===== src/rtl/fwd_scoreboard.sv =====
// Operand-forwarding select and load-use stall detection for the EX stage, backed by a
// private shift-register scoreboard of the destinations in flight after EX.
module fwd_scoreboard #(
   parameter int unsigned REG_AW   = 3,
   parameter int unsigned STAGES   = 2,
   parameter bit          ZERO_REG = 1'b1,
   parameter int unsigned CNT_W    = 16,
   localparam int unsigned FWD_W   = $clog2(STAGES + 1)
) (
   input  logic              clk,
   input  logic              rst_n,
   input  logic              flush,
   input  logic              ex_valid,
   input  logic              ex_wr,
   input  logic              ex_is_load,
   input  logic [REG_AW-1:0] ex_dst,
   input  logic [REG_AW-1:0] ex_a,
   input  logic [REG_AW-1:0] ex_b,
   input  logic [REG_AW-1:0] ex_s,
   input  logic              ex_a_used,
   input  logic              ex_b_used,
   input  logic              ex_s_used,
   output logic [FWD_W-1:0]  fwd_a,
   output logic [FWD_W-1:0]  fwd_b,
   output logic [FWD_W-1:0]  fwd_s,
   output logic              stall,
   output logic [CNT_W-1:0]  stall_cycles
);

   logic [STAGES:1]   sb_valid_q;
   logic [STAGES:1]   sb_wr_q;
   logic [STAGES:1]   sb_load_q;
   logic [REG_AW-1:0] sb_dst_q [1:STAGES];
   logic [CNT_W-1:0]  stall_cnt_q;

   logic [STAGES:1]   prod;
   logic [REG_AW-1:0] src [3];
   logic [2:0]        used;
   logic [FWD_W-1:0]  sel [3];
   logic [2:0]        load_hit;

   always_comb begin
      prod = '0;
      for (int k = 1; k <= int'(STAGES); k++) begin
         prod[k] = sb_valid_q[k] && sb_wr_q[k] && !(ZERO_REG && (sb_dst_q[k] == '0));
      end
   end

   always_comb begin
      src[0]   = ex_a;
      src[1]   = ex_b;
      src[2]   = ex_s;
      used     = {ex_s_used, ex_b_used, ex_a_used};
      load_hit = '0;
      for (int i = 0; i < 3; i++) begin
         sel[i] = '0;
         // Walk oldest to youngest so the youngest matching producer is the one left selected.
         for (int k = int'(STAGES); k >= 1; k--) begin
            if (ex_valid && used[i] && prod[k] && (sb_dst_q[k] == src[i])) begin
               sel[i] = FWD_W'(k);
            end
         end
         load_hit[i] = ex_valid && used[i] && prod[1] && sb_load_q[1] && (sb_dst_q[1] == src[i]);
      end
   end

   assign fwd_a        = sel[0];
   assign fwd_b        = sel[1];
   assign fwd_s        = sel[2];
   assign stall        = |load_hit;
   assign stall_cycles = stall_cnt_q;

   always_ff @(posedge clk or negedge rst_n) begin
      if (!rst_n) begin
         sb_valid_q <= '0;
         sb_wr_q    <= '0;
         sb_load_q  <= '0;
         for (int k = 1; k <= int'(STAGES); k++) begin
            sb_dst_q[k] <= '0;
         end
      end else begin
         for (int k = 2; k <= int'(STAGES); k++) begin
            sb_valid_q[k] <= sb_valid_q[k-1] && !flush;
            sb_wr_q[k]    <= sb_wr_q[k-1];
            sb_load_q[k]  <= sb_load_q[k-1];
            sb_dst_q[k]   <= sb_dst_q[k-1];
         end
         // A stalled cycle pushes a bubble; a redirect squashes everything including EX.
         sb_valid_q[1] <= ex_valid && !stall && !flush;
         sb_wr_q[1]    <= ex_wr;
         sb_load_q[1]  <= ex_is_load;
         sb_dst_q[1]   <= ex_dst;
      end
   end

   always_ff @(posedge clk or negedge rst_n) begin
      if (!rst_n) begin
         stall_cnt_q <= '0;
      end else if (stall && !flush && (stall_cnt_q != {CNT_W{1'b1}})) begin
         stall_cnt_q <= stall_cnt_q + CNT_W'(1);
      end
   end

endmodule


===== config.mk =====
export PLATFORM = sky130hd
export DESIGN_NAME = fwd_scoreboard
export DESIGN_NICKNAME = d
export VERILOG_FILES = /design/src/rtl/fwd_scoreboard.sv
export SDC_FILE = /design/constraint.sdc
export NUM_CORES = 1
export LEC_CHECK = 0
export BUFFER_PORTS_ARGS = -buffer_cell sky130_fd_sc_hd__clkbuf_2
export CORE_ASPECT_RATIO = 2
export CORE_MARGIN = 2
export CORE_UTILIZATION = 50
export DETAILED_ROUTE_END_ITERATION = 16
export GPL_TIMING_DRIVEN = 0
export PLACE_DENSITY = 0.88
export SLEW_MARGIN = 10
export SYNTH_ARGS = -nofsm -noshare
export SYNTH_HDL_FRONTEND = slang
export SYNTH_SLANG_ARGS = --single-unit

===== constraint.sdc =====
create_clock -name clk -period 2.2 [get_ports clk]
set_input_delay 0.55 -clock clk [delete_from_list [all_inputs] [get_ports clk]]
set_output_delay 0.55 -clock clk [all_outputs]
set_load 0.05 [all_outputs]

==> results.tsv <==
metric	value	unit
ir_drop	492	uV
end_kind	output port	
viasPerCell	6.40	
drv_cap	0	
p_int	705	uW
tightest_slew	0.667	ns
grt_use_total	0.279	
dr.pass1.iters	4	
fp.dieW	42.1	um
grt_antenna_before_repair	0	
tritoncts	done	
drive_above_1_share	0.471	
grt_max_degree	28	
syn_inst	129	
wl_met2	2.59	mm
initial_utilization	0.524	
finalSetupViolCount	7	
first_iter_violations	54	
fin_util	0.765	
wl_met1	1.37	mm
max_freq	396	MHz
io_pins	44	
gp_congestion	0.935	
maxSlewHeadroom	0.555	
fin_nets	212	
hold_violations	0	
synthFlopType	dfrtp_1	
p_per_area	453	mW/mm^2
wire_per_inst	21.4	um
p_seq_frac	0.558	
clkSlewWorstSetupHoldPaths	0.08	ns
clock_skew	0.00291	ns
setup_tns	-1.72	ns
cts_buffer_depth	2	
yosysWarnings	0	
synth_cell_types	34	
layout.cells.non_filler	218	
wl_met3	336	um
cts_buffers	3	
p_leak	0.977	nW
cpMaxStageDelayCell	or4_4	
core	0.00277	mm^2
design_area	0.00212	mm^2
die_h	80.2	um
synth_common_cells	dfrtp_1, xor2_1, xnor2_1	
wl	4.66	mm
grt_pass1_vias	1461	
status	finished, violations left	
antenna_left	0	
period_share	1.15	
worstSetupStartpointType	register	
synth_edf_count	0	
synth_area_leader_cell	dfrtp_1	
min-delay-path-class	in2async	
dpl.hpwl	2.91	mm
rsz0062_at_grt	true	
cp_slowest_stage_delay	0.57	ns
dp_cells	201	
crit_chain	xor2_1, or4_4, a21oi_4, o21a_2, buf_8	
grt_pass1_wl	7.02	mm
pwr-share-clk	0.288	
fin_ws	-0.326	ns
finalWorstPathRequiredPeriod	2.53	ns
yosys-top-cells-area	dfrtp_1, xor2_1, xnor2_1	
grt_overflow_total	0	
critPathMaxFanout	4	
root_buffer	clkbuf_8	
diodes	0	
clock-sinks	27	
fillers	155	
p_comb_frac	0.154	
yosysMostFrequentCell	dfrtp_1	
ys_ff_latch	27	
yosys.area.top_type_share	0.465	
slew_viol_final	0	
io_buffers	43	
power.switching	254	uW
area_growth	45.8	%
cts-htree-levels	1	
async_flop_share	1.00	
drc	0	
placedInstanceArea	0.00178	mm^2
critPathKind	reg2out	
required	1.65	ns
fp-row-count	27	
violations	negative setup slack	
power_switching_share	0.264	
cp.arrival	1.98	ns
die-area	0.00338	mm^2
insertion_delay	0.27	ns
top_layer_used	met4	
synth-seq-area-share	0.465	
hold_slack	0.296	ns
netlist_area	0.00145	mm^2
vias	1395	
synth.avg_cell_area	11.3	um^2
synth_nets	151	
logic make-up (layout without fill, tap and decap cells):
family	Yosys count	in the layout	synth area share
xor gates and xnor gates	33	33	0.199
and+or+nand+nor	56	56	0.259
muxes	1	1	0.00775
adders and majority gates	1	1	0.00861
DFF	27	27	0.465
AOI/OAI and AO/OA	10	10	0.0526
buffers and inverters	1	61	0.00775
power groups by stage:
| stage | combinational (mW) | sequential, mW | clock (mW) |
|---|---|---|---|
| floorplan | 0.0514 | 0.546 | 0 |
| global placement | 0.104 | 0.539 | 0 |
| detailed placement | 0.111 | 0.541 | 0 |
| CTS | 0.135 | 0.533 | 0.274 |
| global route | 0.158 | 0.536 | 0.296 |
| finish | 0.148 | 0.535 | 0.276 |
path summary, 6_finish.rpt:
path                       cells past startpoint        start                to  slack (ns)
min reg2reg                                    0  sb_dst_q[4]       sb_dst_q[1]        0.48
max                                            5  sb_dst_q[3]             stall       -0.33
max reg2reg                                    9  sb_dst_q[4]   stall_cycles[8]        0.08
min in group clk                               1   ex_is_load      sb_load_q[1]        0.38
max in group asynchronous                      1        rst_n       sb_dst_q[0]        1.44
min                                            1        rst_n  stall_cycles[13]        0.30
cell type report:
class	count	area, um^2	share of cell area
Tap cell	29	36.3	0.0171
Clock buffer	4	45.0	0.0213
Multi-Input combinational cell	101	901	0.425
Buffer	1	11.3	0.00532
Timing Repair Buffer	56	442	0.209
Sequential cell	27	683	0.323
registers in the layout (all words and copies together), names as in the netlist:
name / cells
sb_dst_q: 6
sb_load_q: 1
sb_valid_q: 2
sb_wr_q: 2
stall_cycles: 16
metal layers:
| metal | vias up | GRT usage |
|---|---|---|
| met3 | 31 | 0.0337 |
| li1 | 589 | - |
| met1 | 673 | 0.255 |
| met2 | 102 | 0.564 |
| met5 | - | 0 |
| met4 | 0 | 0.147 |
metrics by stage:
stage | total power, mW | worst slack [ns]
floorplan | 0.598 | -0.0884
global placement | 0.643 | -0.313
detailed placement | 0.651 | -0.358
CTS | 0.942 | -0.319
global route | 0.990 | -0.366
finish | 0.959 | -0.326
critical path, delay by kind of cell (launching register included):
kind	cells	cell delay [ns]
flip-flops	1	0.46
XOR/XNOR	1	0.16
buffers and inverters	1	0.15
AO/OA/AOI/OAI	2	0.37
AND/OR/NAND/NOR	1	0.57
layout by cell type, fill, tap and decap left out, types with 5 or more instances in the layout:
cell type,n
nand4_1,7
dfrtp_1,21
nand3_1,9
clkbuf_2,36
buf_4,7
nand2_1,6
xnor2_1,12
buf_6,5
dfrtp_2,6
and3_1,7
xor2_1,20
repair_timing:
action                                  in CTS  in global routing
hold buffers                                 0                  0
buffers inserted                            10                  3
resized for setup                           30                  9
endpoints found under the setup margin       7                  7
pin swaps                                    6                  8
No activity file was read; power rests on OpenSTA's default activity.
